$ cat config.mk
export PLATFORM = sky130hd
export DESIGN_NAME = toaster_seq_ctrl
export DESIGN_NICKNAME = d
export VERILOG_FILES = /design/src/rtl/toaster_seq_ctrl.sv
export SDC_FILE = /design/constraint.sdc
export NUM_CORES = 1
export LEC_CHECK = 0
export BUFFER_PORTS_ARGS = -buffer_cell sky130_fd_sc_hd__buf_2
export CORE_MARGIN = 5
export CORE_UTILIZATION = 29
export CTS_CLUSTER_SIZE = 40
export DETAILED_ROUTE_END_ITERATION = 10
export SETUP_SLACK_MARGIN = 0.05
export SLEW_MARGIN = 0
export SYNTH_ARGS = -nofsm -noshare
export SYNTH_HDL_FRONTEND = slang
export SYNTH_SLANG_ARGS = --single-unit
$ cat constraint.sdc
create_clock -name clk -period 4.3 [get_ports clk]
set_input_delay 0.86 -clock clk [delete_from_list [all_inputs] [get_ports clk]]
set_output_delay 0.86 -clock clk [all_outputs]
set_load 0.01 [all_outputs]
$ cat src/rtl/toaster_seq_ctrl.sv
// Toaster phase sequencer: IDLE -> WARMUP -> TOAST -> COOL_DOWN -> IDLE, phases timed by one shared down-counter.
// Moore outputs decoded from registered state, done/fault flops; no handshake, inputs sampled every rising edge.
module toaster_seq_ctrl #(
    parameter int CNT_W       = 12,
    parameter int WARMUP_MAX  = 100,
    parameter int TOAST_UNIT  = 16,
    parameter int COOL_CYCLES = 32
) (
    input  logic       clk,
    input  logic       rst_n,
    input  logic       start,
    input  logic       cancel,
    input  logic [2:0] darkness,
    input  logic       temp_ok,
    output logic [1:0] state_int,
    output logic       heater_en,
    output logic       lever_lock,
    output logic       done,
    output logic       fault
);

    typedef enum logic [1:0] {
        IDLE      = 2'b00,
        WARMUP    = 2'b01,
        TOAST     = 2'b10,
        COOL_DOWN = 2'b11
    } state_t;

    localparam logic [CNT_W-1:0] WARM_LD = CNT_W'(WARMUP_MAX - 1);
    localparam logic [CNT_W-1:0] COOL_LD = CNT_W'(COOL_CYCLES - 1);

    state_t           state_q, state_d;
    logic [CNT_W-1:0] cnt_q, cnt_d;
    logic [2:0]       dark_q, dark_d;
    logic             fault_q, fault_d;
    logic             done_q, done_d;
    logic             clean_q, clean_d;   // run reached COOL_DOWN through TOAST expiry
    logic [CNT_W-1:0] toast_ld;
    logic [CNT_W-1:0] cnt_dec;
    logic             cnt_zero;

    assign toast_ld = CNT_W'(dark_q) * CNT_W'(TOAST_UNIT) - CNT_W'(1);
    assign cnt_dec  = cnt_q - CNT_W'(1);
    assign cnt_zero = (cnt_q == '0);

    always_ff @(posedge clk or negedge rst_n) begin
        if (!rst_n) begin
            state_q <= IDLE;
            cnt_q   <= '0;
            dark_q  <= '0;
            fault_q <= 1'b0;
            done_q  <= 1'b0;
            clean_q <= 1'b0;
        end else begin
            state_q <= state_d;
            cnt_q   <= cnt_d;
            dark_q  <= dark_d;
            fault_q <= fault_d;
            done_q  <= done_d;
            clean_q <= clean_d;
        end
    end

    always_comb begin
        state_d = state_q;
        cnt_d   = cnt_q;
        dark_d  = dark_q;
        fault_d = fault_q;
        done_d  = 1'b0;
        clean_d = clean_q;
        unique case (state_q)
            IDLE: begin
                if (start && darkness != 3'd0) begin
                    state_d = WARMUP;
                    cnt_d   = WARM_LD;
                    dark_d  = darkness;
                    fault_d = 1'b0;
                    clean_d = 1'b0;
                end
            end
            WARMUP: begin
                if (cancel) begin
                    state_d = COOL_DOWN;
                    cnt_d   = COOL_LD;
                end else if (temp_ok) begin
                    state_d = TOAST;
                    cnt_d   = toast_ld;
                end else if (cnt_zero) begin
                    state_d = COOL_DOWN;
                    cnt_d   = COOL_LD;
                    fault_d = 1'b1;
                end else begin
                    cnt_d   = cnt_dec;
                end
            end
            TOAST: begin
                if (cancel) begin
                    state_d = COOL_DOWN;
                    cnt_d   = COOL_LD;
                end else if (cnt_zero) begin
                    state_d = COOL_DOWN;
                    cnt_d   = COOL_LD;
                    clean_d = 1'b1;
                end else begin
                    cnt_d   = cnt_dec;
                end
            end
            COOL_DOWN: begin
                if (cnt_zero) begin
                    state_d = IDLE;
                    done_d  = clean_q;
                end else begin
                    cnt_d   = cnt_dec;
                end
            end
            default: state_d = IDLE;
        endcase
    end

    assign state_int  = state_q;
    assign heater_en  = (state_q == WARMUP) || (state_q == TOAST);
    assign lever_lock = (state_q != IDLE);
    assign done       = done_q;
    assign fault      = fault_q;

endmodule

======== Word-level counts from Yosys, hierarchy flattened ========
Cells that the tools add are included.
word-level totals
  latch bits .............................. 0
  memory bits (writable) .................. 0
  memories ................................ 0
  register bits after elaboration ......... 20
  input bits .............................. 8
  memory bits (read-only) ................. 0
operators by class
  eq/ne operators ......................... 11
  shift operators ......................... 0
  multiply operators ...................... 0
  order comparisons ....................... 0
  bitwise logic cells ..................... 0
  add/subtract/negate cells ............... 2
  reductions and logical operators ........ 13
  mux-type cells .......................... 23
  divide/modulo/power cells ............... 0
operators with widths
  operator                                                               number
  12-bit two-way mux                                                     6
  12-bit case mux with 4 select lines                                    1
  2-bit inequality test, second input constant                           8
  12-bit zero test                                                       1
  2-bit two-way mux                                                      6
  12-bit by 1-bit subtractor with 12-bit output, second input constant   1
  2-bit case mux with 4 select lines                                     1
  7-bit by 1-bit subtractor with 8-bit output, second input constant     1
  1-bit two-way mux                                                      7
  2-bit AND reduction                                                    3
  2-bit nonzero test                                                     3
  5-bit AND reduction                                                    1
  2-bit equality test, second input constant                             2
  1-bit case mux with 2 select lines                                     2
  4-bit AND reduction                                                    1
  3-bit nonzero test                                                     1
  2-bit by 1-bit equality test with 1-bit output, second input constant  1
  2-bit zero test                                                        1
  1-bit logical AND                                                      1
  1-bit logical OR                                                       1

======== Longest topological paths before layout ========
  depth after elaboration ................. 5
  depth in mapped cells ................... 8

======== Worst setup path before layout ========
OpenSTA, ideal clock, no wires.
  path kind ............................... register -> register
  start ................................... register state_q[1], in the netlist state_int[1]
  end ..................................... register cnt_q[8]
  path buffers ............................ 1
  stages on the path, launching flop included .. 8
  period minus slack after synthesis ...... 2.130 ns
  slack ................................... 2.170 ns
  arrival time ............................ 2.044 ns
  cells stage by stage .................... dfrtp_1 -> inv_1 -> ha_1 -> buf_4 -> or4b_4 -> a311oi_4 -> a221oi_1 -> o221ai_2
on the way
  cells in the longest elaborated chain, start to end .. 3
RTL lines
  element                                                        line  source
  start, declared                                                32    state_t state_q, state_d;
  start signal, assigned                                         55    state_q <= state_d;
  2-bit equality test / 2-bit zero test (equally long branches)  71    unique case (state_q)
  2-bit inequality test (no line)                                --
  2-bit AND reduction (no line)                                  --
  end signal, assigned                                           56    cnt_q <= cnt_d;
  end, declared                                                  33    logic [CNT_W-1:0] cnt_q, cnt_d;
Parallel ways exist; a longest one is shown, timed or not.
A chain may end at the register's enable or synchronous reset.

======== Worst setup path in the final report ========
  start ................................... register cnt_q[0]
  end ..................................... register clean_q
on the way
  cells in the longest elaborated chain, start to end .. 3
RTL lines
  element                          line  source
  12-bit zero test                 44    assign cnt_zero = (cnt_q == '0);
  2-bit inequality test (no line)  --
  4-bit AND reduction (no line)    --
  end signal, assigned             60    clean_q <= clean_d;
  end, declared                    37    logic clean_q, clean_d;
No other way between the ends.

==> results.json <==
{
  "slowest_stage": "nor3b_1",
  "fin_nets": 183,
  "slew-limit-headroom_pct": 26.90,
  "final_layout_size_suffix_gt1_share_pct": 14.46,
  "port-buffer-count": 13,
  "postRouteAntennaNets": 0,
  "setup_tns_ns": 0,
  "postCtsHoldBufs": 0,
  "synth_edf_count": 0,
  "crit_family": "simple AND/OR/NAND/NOR gates",
  "path_cells": "inv_1 -> ha_1 -> nor3b_1 -> nand3_1 -> o41ai_1",
  "clk_latency_ns": 0.26,
  "crit_fanout": 13,
  "syn_inst": 157,
  "seq_area_frac_synth_pct": 35.56,
  "worstRegToRegCells": 5,
  "drtIter0Drc": 45,
  "p_leak_nw": 0.6404,
  "area_growth_syn_to_layout_pct": 10.76,
  "finalHoldViolations": 0,
  "fill_cells": 498,
  "path_class": "reg2reg",
  "synth_area_um2": 1408,
  "gp_congestion": 0.8018,
  "die_h_um": 79.67,
  "synth_seq_cells": 20,
  "postCtsSetupBuffers": 0,
  "fin_ws_ns": 1.546,
  "cts_max_path_buffers": 2,
  "htree_levels": 1,
  "post-route-util_pct": 33.01,
  "powerDensity_nw_per_um2": 677.9,
  "row_count": 25,
  "hold_path.class": "reg2reg",
  "dp_cells": 230,
  "critPathCaptureType": "flop",
  "wl_per_cell_um": 14.48,
  "start_util_pct": 29.80,
  "grt_setup_unrepaired": "no",
  "grt_usage_pct": 11.45,
  "first_global_vias": 1160,
  "wl_um": 3373,
  "grt_max_degree": 21,
  "drc": 0,
  "finalCritPeriodShare_pct": 64.04,
  "vdd_drop_max_v": 0.0003076,
  "run_status": "finished clean",
  "seq_area_um2": 500.5,
  "synth_nets": 172,
  "fmax_mhz": 363.1,
  "fin_skew_ns": 0.004087,
  "overflow": 0,
  "crit_cells": 5,
  "hpwl_um": 2472,
  "worst_setup_path_start_kind": "flop",
  "synthArstFlopShare_pct": 100.0,
  "whs_path_depth": 2,
  "io_pins": 14,
  "die_w_um": 79.67,
  "final_cell_count_no_fill": 233,
  "num_vias": 1257,
  "yosysWarnings": 0,
  "critPathMaxStageDelay_ns": 0.89,
  "pre_cts_slack_ns": 1.619,
  "maxCapViolations": 0,
  "die-area_um2": 6347,
  "finalSetupViolCount": 0,
  "ys_types": 46,
  "path_buf_inv": 1,
  "slew_viol_final": 0,
  "critPathArrivalTime_ns": 2.90,
  "worstMarginPinSlew_ns": 1.094,
  "period_needed_ns": 2.754,
  "antenna_found_initial": 0,
  "first_pass_iters": 4,
  "clockRootBuffer": "clkbuf_8",
  "via_per_inst": 5.395,
  "cts.sinks": 20,
  "critPathRequiredTime_ns": 4.44,
  "ctsResizeCount": 0,
  "grt_pass1_wl_um": 5747,
  "multiInputGateArea_um2": 804.5,
  "core_area_um2": 4723,
  "antenna_cells": 0,
  "clk_pin_slew_worst_paths_ns": 0.07,
  "cts_tree": "done",
  "syn_area_per_cell_um2": 8.966,
  "cts_buffers": 3,
  "synthFlopType": "dfrtp_1"
}
[sequential cells by signal, summed over array words and instances (netlist names)]
signal	flops
clean_q	1
cnt_q	12
dark_q	3
done	1
fault	1
state_int	2
[power breakdown]
group          switching, W  internal, W
clock network     0.0000600    0.0000624
logic              0.000364     0.000246
registers         0.0000738     0.000251
[cell type report]
cell class              instances  area share [%]
flip-flops and latches         20           32.10
well taps                      67           5.377
repair buffers                 13           4.173
clock buffers                   3           2.648
multi-input cells             113           51.61
inverters                      17           4.093
[stage by stage]
step	power (W)	area [um2]	hold WS, ns
after floorplan	0.0008042	1408	0.4624
after global placement	0.0009368	1518	0.4846
after detailed placement	0.0009330	1518	0.4870
after CTS	0.001062	1559	0.5041
after global routing	0.001163	1559	0.5455
final	0.001057	1559	0.4992
[metal layers]
layer	part of all wire [%]	GRT usage (%)	up-vias	wire length [um]
li1	-	-	616	-
met1	47	16.44	592	1595
met2	47	17.20	42	1570
met3	4.6	1.580	7	156
met4	1.5	4.467	0	51
met5	0	0	-	0
[cell families after synthesis]
group	Yosys count	share of synthesized area (%)
adder cells (fa/ha/maj)	7	6.222
multiplexers	3	2.400
buffers and inverters	24	7.288
AND/OR/NAND/NOR	52	21.16
flip-flops	20	35.56
AO/OA/AOI/OAI	50	26.76
XOR/XNOR	1	0.6223
[cells in the mapped netlist, drive strengths merged (2+ instances only)]
library cell  count  area share [%]
a32oi             2             1.2
nand2             9             2.4
ha                7             6.2
a21oi            10             3.6
nor2             11             2.9
mux2              3             2.4
and3              3             1.3
o221ai            2             1.7
nand3             7             2.5
o2111ai           2             1.2
a221oi            2             1.2
dfrtp            20              36
nor3              3             1.1
nor4              4             2.8
a31oi             5             2.2
o21ai             4             1.4
a211oi            2             1.1
o22ai             2            0.89
inv              16             4.3
a22o              2             1.2
buf               3             1.7
o311ai            2             1.2
clkbuf            4             1.1
o22a              2             1.2
o211ai            6             3.2
nand4b            3             1.9
o31ai             2             1.1
nand4             5             2.2
[final timing paths]
path / startpoint / end / slack, ns
max reg2reg: cnt_q[0]$_DFFE_PN0P_ / clean_q$_DFFE_PN0P_ / 1.55
max: cnt_q[0]$_DFFE_PN0P_ / clean_q$_DFFE_PN0P_ / 1.55
min in group asynchronous: rst_n / cnt_q[2]$_DFFE_PN0P_ / 0.54
min: clean_q$_DFFE_PN0P_ / clean_q$_DFFE_PN0P_ / 0.50
max in group asynchronous: rst_n / cnt_q[4]$_DFFE_PN0P_ / 3.44
min reg2reg: clean_q$_DFFE_PN0P_ / clean_q$_DFFE_PN0P_ / 0.50
[tightest hold or removal path, delay by kind of cell, from the launching register on]
family / cells / cell delay, ns
AOI/OAI and AO/OA: 2 / 0.13
DFF: 1 / 0.34
[layout by cell type, fill, tap and decap left out, types with 4 or more instances in the layout]
cell      instances
dfrtp_1          20
inv_1            16
nand2_1           9
a31oi_1           5
nor2_1           11
a21oi_1          10
o211ai_1          6
ha_1              7
nand4_1           5
o21ai_0           4
buf_2            13
nand3_1           7
Note: power is estimated with default switching activity, not from simulation.
